===== src/rtl/pack.sv =====
// pack: serial-to-parallel stage. Collects ARGD consecutive ARGW-bit items from a
// strobe/ready stream and emits them as one ARGD*ARGW-bit word, lane 0 first.
// Full throughput: one item per cycle in, back-to-back words out with no bubbles.
//
// Optional build macro PACK_LAST_EN adds the inp_lst port. An accepted item with
// inp_lst=1 completes a short word early, and every lane above it is zero-padded.
module pack #(
    parameter int unsigned ARGW = 8,
    parameter int unsigned ARGD = 2
) (
    input  logic                 clk,
    input  logic                 rst,
    input  logic                 inp_stb,
    input  logic [ARGW-1:0]      inp_dat,
`ifdef PACK_LAST_EN
    input  logic                 inp_lst,
`endif
    output logic                 inp_rdy,
    output logic                 out_stb,
    output logic [ARGD*ARGW-1:0] out_dat,
    input  logic                 out_rdy
);

    localparam int unsigned IW = (ARGD > 1) ? $clog2(ARGD) : 1;
    localparam int unsigned AW = (ARGD - 1) * ARGW;
    localparam int unsigned OW = ARGD * ARGW;
    localparam logic [IW-1:0] END = IW'(ARGD - 1);

    logic [IW-1:0] idx_q, idx_d;
    logic [AW-1:0] acc_q, acc_d;
    logic          out_stb_q, out_stb_d;
    logic [OW-1:0] out_dat_q, out_dat_d;

    logic          lst;
    logic          inp_ack;
    logic          out_ack;
    logic          complete;
    logic [OW-1:0] acc_ext;
    logic [OW-1:0] word;

`ifdef PACK_LAST_EN
    assign lst = inp_lst;
`else
    assign lst = 1'b0;
`endif

    // Items below END only need free acc space; a completing item needs the output
    // register to be free or draining this same cycle (out_rdy -> inp_rdy is combinational).
    assign inp_rdy  = ((idx_q != END) & ~lst) | ~out_stb_q | out_rdy;
    assign inp_ack  = inp_stb & inp_rdy;
    assign out_ack  = out_stb_q & out_rdy;
    assign complete = inp_ack & ((idx_q == END) | lst);

    // acc widened by one zero lane so lane END indexes cleanly
    assign acc_ext = {{ARGW{1'b0}}, acc_q};

    // Word to publish on completion: stored lanes below idx, the incoming item at idx,
    // and zeros above it (only reachable for an early completion).
    always_comb begin
        word = '0;
        for (int j = 0; j < int'(ARGD); j++) begin
            if (IW'(j) < idx_q) begin
                word[j*ARGW +: ARGW] = acc_ext[j*ARGW +: ARGW];
            end else if (IW'(j) == idx_q) begin
                word[j*ARGW +: ARGW] = inp_dat;
            end else begin
                word[j*ARGW +: ARGW] = '0;
            end
        end
    end

    // Accumulator: write the lane at idx, clear everything on completion so a later
    // short word never picks up stale lanes as padding.
    always_comb begin
        acc_d = acc_q;
        if (complete) begin
            acc_d = '0;
        end else if (inp_ack) begin
            for (int j = 0; j < int'(ARGD) - 1; j++) begin
                if (idx_q == IW'(j)) begin
                    acc_d[j*ARGW +: ARGW] = inp_dat;
                end
            end
        end
    end

    // Lane index: advance per accepted item, wrap to lane 0 on completion.
    always_comb begin
        idx_d = idx_q;
        if (complete) begin
            idx_d = '0;
        end else if (inp_ack) begin
            idx_d = idx_q + IW'(1);
        end
    end

    // Output register: a completion wins over a drain, giving back-to-back words.
    always_comb begin
        out_stb_d = out_stb_q;
        out_dat_d = out_dat_q;
        if (complete) begin
            out_stb_d = 1'b1;
            out_dat_d = word;
        end else if (out_ack) begin
            out_stb_d = 1'b0;
        end
    end

    // State registers with synchronous reset; reset drops any partial or pending word.
    always_ff @(posedge clk) begin
        if (rst) begin
            idx_q     <= '0;
            acc_q     <= '0;
            out_stb_q <= 1'b0;
            out_dat_q <= '0;
        end else begin
            idx_q     <= idx_d;
            acc_q     <= acc_d;
            out_stb_q <= out_stb_d;
            out_dat_q <= out_dat_d;
        end
    end

    assign out_stb = out_stb_q;
    assign out_dat = out_dat_q;

endmodule


===== config.mk =====
export PLATFORM = sky130hd
export DESIGN_NAME = pack
export DESIGN_NICKNAME = d
export VERILOG_FILES = /design/src/rtl/pack.sv
export SDC_FILE = /design/constraint.sdc
export NUM_CORES = 1
export LEC_CHECK = 0
export BUFFER_PORTS_ARGS = -buffer_cell sky130_fd_sc_hd__buf_2
export CAP_MARGIN = 20
export CORE_ASPECT_RATIO = 1.5
export CORE_MARGIN = 5
export CORE_UTILIZATION = 30
export CTS_CLUSTER_SIZE = 28
export DETAILED_ROUTE_END_ITERATION = 8
export PLACE_DENSITY_LB_ADDON = 0.1
export SYNTH_ARGS = -nofsm -noshare
export SYNTH_HDL_FRONTEND = slang
export SYNTH_SLANG_ARGS = --single-unit
export TNS_END_PERCENT = 5

===== constraint.sdc =====
create_clock -name clk -period 1.95 [get_ports clk]
set_input_delay 0.195 -clock clk [delete_from_list [all_inputs] [get_ports clk]]
set_output_delay 0.195 -clock clk [all_outputs]
set_load 0.01 [all_outputs]

==> results of run 1 <==
## metrics by stage
step	instance area (sq um)	instances	hold slack [ns]
3_3_place_gp	1280	174	0.454
6_report	1330	178	0.187
4_1_cts	1330	178	0.181
3_5_place_dp	1280	174	0.458
2_1_floorplan	1100	105	0.311
5_1_grt	1330	178	0.189
## power groups by stage
stage / logic [mW] / clock network (mW) / registers (mW)
after global routing: 0.133 / 0.394 / 0.569
after CTS: 0.123 / 0.367 / 0.566
after global placement: 0.121 / 0 / 0.577
after detailed placement: 0.123 / 0 / 0.578
final: 0.120 / 0.343 / 0.565
after floorplan: 0.0800 / 0 / 0.581
## cell type report
| type | instances | area (sq um) | area share |
|---|---|---|---|
| multi-input combinational | 74 | 544 | 0.408 |
| sequential | 26 | 520 | 0.390 |
| timing repair buffer | 31 | 160 | 0.120 |
| clock buffer | 4 | 55.1 | 0.0413 |
| tap | 43 | 53.8 | 0.0403 |
## kinds of logic (layout without fill, tap and decap cells)
| logic type | count (synthesis) | in the layout | synth area share |
|---|---|---|---|
| DFF | 26 | 26 | 0.474 |
| buffers and inverters | 5 | 35 | 0.0307 |
| AOI/OAI and AO/OA | 2 | 2 | 0.0148 |
| muxes | 24 | 24 | 0.219 |
| and+or+nand+nor | 48 | 48 | 0.262 |
## metal layers
layer,up-vias,wire length [um],GRT usage
li1,396,-,-
met1,338,993,0.118
met2,20,969,0.138
met3,4,119,0.0248
met4,0,42,0.0495
met5,-,0,0
## layout by cell type (no fill, tap or decap), drive strengths merged
cell	netlist	final
dfxtp	26	26
a21oi	1	1
nor2b	1	1
clkbuf	3	4
nor2	12	12
buf	2	31
mux2i	24	24
o21bai	1	1
nand2	2	2
and2b	1	1
nand2b	32	32
## worst paths after layout
| path | startpoint | to | slack [ns] |
|---|---|---|---|
| worst max-delay path | out_stb$_SDFFE_PP0P_ | inp_rdy | 0.74 |
| worst min-delay path | inp_dat[4] | acc_q[4]$_SDFFE_PP0P_ | 0.19 |
| worst max register to register | idx_q$_SDFFE_PP0P_ | out_dat[12]$_SDFFE_PP0P_ | 0.79 |
| worst min register to register | out_dat[0]$_SDFFE_PP0P_ | out_dat[0]$_SDFFE_PP0P_ | 0.47 |
## sequential cells by signal, indices dropped and copies added, names as in the netlist
register and cells:
out_dat 16, acc_q 8, idx_q 1, out_stb 1
## critical path: cells and delay by family, from the launching register on
family | cells | cell delay (ns)
buf+inv | 1 | 0.14
simple gates | 2 | 0.27
flops | 1 | 0.34
==> impl_metrics.py, run 1 <==
metrics = {
    "place": {
        "dp.final_hpwl_um": 1540,
        "gp_congestion": 0.641,
        "post-place-ws_ns": 0.795,
        "io_buffers": 29,
    },
    "worst_setup_path": {
        "worst-setup-path-type": "register to output pin",
        "worst-endpoint-required_ns": 1.75,
        "critical_path_arrival_ns": 1.01,
        "crit_path_max_incr_delay_ns": 0.34,
        "crit_fanout": 4,
        "cpMaxStageDelayCell": "sky130_fd_sc_hd__dfxtp_1",
        "cp_cell_sequence": "and2b_4 > nand2_1 > buf_2",
        "nature_of_the_critical_path_endpoint": "output pin",
        "ff2ff_path_depth": 3,
        "critical_path.startpoint_type": "register",
    },
    "grt": {
        "antenna_found_initial": 0,
        "grt_first_pass_wirelength_um": 3590,
        "gr-total-overflow": 0,
        "grt_pass1_vias": 778,
        "pin_count_of_the_biggest_net_entering_global_routing": 34,
        "grt.total_usage": 0.0925,
    },
    "synthesis": {
        "avgSynthCellArea_sq_um": 10.5,
        "yosysWarningCount": 0,
        "most_used_standard_cell_by_instance_count_after_synthesis": "sky130_fd_sc_hd__nand2b_1",
        "asyncSetResetFlopFracSynth": 0,
        "synth.cell_area_sq_mm": 0.00110,
        "yosys_register_bits": 26,
        "synth-seq-area-share": 0.474,
        "edff_count_synth": 0,
        "synth_top_area_share": 0.474,
        "synth.top_cells.by_count": "sky130_fd_sc_hd__nand2b_1 (32), sky130_fd_sc_hd__dfxtp_1 (26), sky130_fd_sc_hd__mux2i_1 (24)",
        "synthTopCellsByArea": "sky130_fd_sc_hd__dfxtp_1 (47%), sky130_fd_sc_hd__mux2i_1 (22%), sky130_fd_sc_hd__nand2b_1 (18%)",
        "yosysTopAreaCell": "sky130_fd_sc_hd__dfxtp_1",
        "syn-instance-count": 105,
        "synth.lib_cells_used.distinct": 14,
        "postSynth.topFlopCell": "sky130_fd_sc_hd__dfxtp_1",
        "synthesis.nets": 117,
    },
    "finish": {
        "flow.area_growth_from_synthesis_pct": 21.4,
        "antennaDiodeCount": 0,
        "final_layout_size_suffix_gt1_frac": 0.289,
        "fillerInstances": 373,
        "finalCoreUtilization": 0.369,
        "num-nets-final": 148,
    },
    "clocking": {
        "cts_htree_levels": 1,
        "cts_buffers": 3,
        "post_cts_hold_fix_bufs": 0,
        "worst_setup_hold_path_clk_slew_ns": 0.09,
        "clock-sinks": 26,
        "clk-insertion-delay-late_ns": 0.26,
        "clockRootBuffer": "sky130_fd_sc_hd__clkbuf_8",
        "post_cts_resized": 0,
        "postCtsSetupBuffers": 0,
        "tritoncts": "done",
        "clockBufferDepth": 2,
    },
    "sta": {
        "min_period_over_period": 0.619,
        "period_minus_slack_ns": 1.21,
        "slew_violations": 0,
        "timing_worst_slew_pin_value_ns": 0.369,
        "post-route-worst-setup-slack_ns": 0.744,
        "achievable-frequency_mhz": 829,
        "hold_viol_final": 0,
        "finalSetupViolations": 0,
        "maxSlewHeadroom": 0.754,
        "setup_tns_ns": 0,
        "clock_skew_ns": 0.00147,
        "rsz_0062_raised_after_global_routing": "no",
    },
    "pwr": {
        "p_sw_frac": 0.228,
        "p_comb_frac": 0.117,
        "power-per-cell-area_mw_per_mm2": 770,
        "clock_power_share": 0.334,
        "net-switching-power_uw": 234,
        "p_leak_nw": 0.563,
        "power.internal_uw": 793,
        "power_consumption_mw": 1.03,
        "vdd_ir_drop_max_uv": 342,
        "power.sequential.fraction": 0.550,
    },
    "floorplanning": {
        "design.core.area_sq_mm": 0.00361,
        "die_area_sq_mm": 0.00500,
        "io-pin-count": 30,
        "rows": 27,
        "fp.dieH_um": 84.1,
        "initial_core_util": 0.304,
        "die_width_um": 59.4,
    },
    "drt": {
        "routedWlPerCell_um": 11.9,
        "detail_route.first_pass.iterations": 2,
        "initial_detailed_routing_violation_count": 13,
        "routed-via-count": 758,
        "drtAntennaViolNets": 0,
        "route.detailed.drc": 0,
        "drt-vias-per-instance": 4.26,
        "wirelength_um": 2120,
    },
    "run": {
        "drv.max_cap_violation_count": 0,
    },
    "min_path": {
        "hold_path_class": "input pin to register",
        "holdPathStages": 3,
    },
    "status": {
        "run_status": "finished, final reports clean",
    },
}
Power figures use the tool's default switching activity.
==> inputs of run 2 (changes only) <==
==> constraint.sdc (replaced) <==
create_clock -name clk -period 1.2 [get_ports clk]
set_input_delay 0.12 -clock clk [delete_from_list [all_inputs] [get_ports clk]]
set_output_delay 0.12 -clock clk [all_outputs]
set_load 0.01 [all_outputs]
==> impl_metrics.py, run 2 (synthesis results as in run 1) <==
metrics = {
    "worst_setup_path": {
        "crit_fanout": 4,
        "worst-endpoint-required_ns": 1.08,
        "crit_path_max_incr_delay_ns": 0.33,
        "worstReg2RegEnd": "out_dat[3]$_SDFFE_PP0P_",
        "cp_cell_sequence": "and2b_4 > nand2_1 > buf_2",
        "ff2ff_path_depth": 4,
        "nature_of_the_critical_path_endpoint": "output pin",
        "cpMaxStageDelayCell": "sky130_fd_sc_hd__dfxtp_2",
        "rrSetupSlack_ns": 0.12,
        "critical_path.startpoint_type": "register",
        "critical_path_arrival_ns": 0.99,
        "launch_point_of_the_critical_path": "out_stb$_SDFFE_PP0P_",
        "worst-setup-path-type": "register to output pin",
        "worstReg2RegStart": "out_stb$_SDFFE_PP0P_",
    },
    "floorplanning": {
        "design.core.area_sq_mm": 0.00361,
        "io-pin-count": 30,
        "die_width_um": 59.4,
        "die_area_sq_mm": 0.00500,
        "fp.dieH_um": 84.1,
        "rows": 27,
        "initial_core_util": 0.304,
    },
    "drt": {
        "detail_route.first_pass.iterations": 4,
        "met3_wirelength_um": 112,
        "routed-via-count": 768,
        "wirelength_um": 2170,
        "detailroute.wirelength.met2_um": 1010,
        "initial_detailed_routing_violation_count": 8,
        "routed.top_layer": "met4",
        "route.detailed.drc": 0,
        "drtAntennaViolNets": 0,
        "routedWlPerCell_um": 12.1,
        "wirelength_met1_um": 1030,
        "drt-vias-per-instance": 4.27,
    },
    "grt": {
        "grt_first_pass_wirelength_um": 3590,
        "grt.total_usage": 0.0930,
        "pin_count_of_the_biggest_net_entering_global_routing": 28,
        "grt_pass1_vias": 730,
        "antenna_found_initial": 0,
        "gr-total-overflow": 0,
    },
    "status": {
        "run_status": "finished, final reports clean",
    },
    "clocking": {
        "clock-sinks": 26,
        "clk-insertion-delay-late_ns": 0.26,
        "worst_setup_hold_path_clk_slew_ns": 0.09,
        "cts_htree_levels": 1,
        "cts_buffers": 3,
        "postCtsSetupBuffers": 0,
        "clockBufferDepth": 2,
        "tritoncts": "done",
        "clockRootBuffer": "sky130_fd_sc_hd__clkbuf_8",
        "post_cts_resized": 0,
        "post_cts_hold_fix_bufs": 0,
    },
    "min_path": {
        "hold_path_class": "input pin to register",
        "holdPathStages": 3,
        "hold_start": "inp_dat[7]",
        "worstHoldEndpoint": "acc_q[7]$_SDFFE_PP0P_",
    },
    "pwr": {
        "power_consumption_mw": 1.63,
        "vdd_ir_drop_max_uv": 487,
        "power-per-cell-area_mw_per_mm2": 1180,
        "p_leak_nw": 0.584,
    },
    "finish": {
        "finalCoreUtilization": 0.382,
        "num-nets-final": 151,
        "finish.instance_area_sq_mm": 0.00138,
        "largest_register_ffs": 16,
        "flow.area_growth_from_synthesis_pct": 25.9,
        "antennaDiodeCount": 0,
        "final_layout_size_suffix_gt1_frac": 0.314,
        "layout.cells.most_common_list": "sky130_fd_sc_hd__nand2b_1 (32), sky130_fd_sc_hd__buf_2 (29), sky130_fd_sc_hd__mux2i_1 (24), sky130_fd_sc_hd__dfxtp_1 (24), sky130_fd_sc_hd__nor2_1 (11)",
        "layout.cells.most_common": "sky130_fd_sc_hd__nand2b_1",
    },
    "sta": {
        "period_minus_slack_ns": 1.11,
        "rsz_0062_raised_after_global_routing": "no",
        "maxSlewHeadroom": 0.905,
        "slew_violations": 0,
        "achievable-frequency_mhz": 898,
        "clock_skew_ns": 0.00155,
        "hold_viol_final": 0,
        "setup_tns_ns": 0,
        "finalSetupViolations": 0,
        "timing_worst_slew_pin_value_ns": 0.139,
        "min_period_over_period": 0.928,
    },
    "place": {
        "io_buffers": 29,
        "dp.final_hpwl_um": 1630,
        "placed_area_sq_mm": 0.00134,
        "gp_congestion": 0.633,
    },
    "run": {
        "drv.max_cap_violation_count": 0,
    },
}
## run 2: cell types whose count changed in the layout (fill, tap and decap cells not counted)
| cell | before | now |
|---|---|---|
| sky130_fd_sc_hd__clkbuf_8 | 4 | 3 |
| sky130_fd_sc_hd__dfxtp_1 | 26 | 24 |
| sky130_fd_sc_hd__dfxtp_2 | 0 | 2 |
| sky130_fd_sc_hd__buf_12 | 0 | 3 |
## run 2: worst max-delay path: cells and delay by family, from the launching register on
family	cells	cell delay, ns
simple gates	2	0.26
buf+inv	1	0.13
flops	1	0.33
## run 2: per-layer routing
metal / up-vias / GRT usage
met1: 347 / 0.123
met3: 2 / 0.0232
met2: 17 / 0.135
met5: - / 0
met4: 0 / 0.0495
li1: 402 / -
## run 2: how the worst max path moves through the flow
stage                          endpoint  slack (ns)  cells past startpoint
2_1_floorplan  out_dat[10]$_SDFFE_PP0P_        0.11                      4
3_3_place_gp    out_dat[4]$_SDFFE_PP0P_        0.15                      4
3_5_place_dp    out_dat[8]$_SDFFE_PP0P_        0.11                      4
4_1_cts                         inp_rdy        0.05                      3
5_1_grt                         inp_rdy        0.02                      3
6_report                        inp_rdy        0.09                      3
## run 2: power by group
part	internal (mW)	switching [mW]	total (mW)	leakage, nW
registers	0.900	0.0189	0.919	0.212
logic	0.120	0.104	0.223	0.350
clock network	0.225	0.259	0.484	0.0216
total	1.24	0.382	1.63	0.584
## run 2: metrics by stage
step | hold WS (ns) | setup slack, ns | instances
after floorplan | 0.236 | 0.110 | 105
final | 0.110 | 0.0858 | 180
after global routing | 0.118 | 0.0227 | 180
after CTS | 0.101 | 0.0500 | 180
after detailed placement | 0.387 | 0.111 | 177
after global placement | 0.382 | 0.151 | 177
## run 2: final cells by class
type / instances / area [sq um]
clock buffers: 3 / 41.3
fillers: 367 / 2230
multi-input cells: 74 / 544
flip-flops and latches: 26 / 523
well taps: 43 / 53.8
repair buffers: 34 / 220
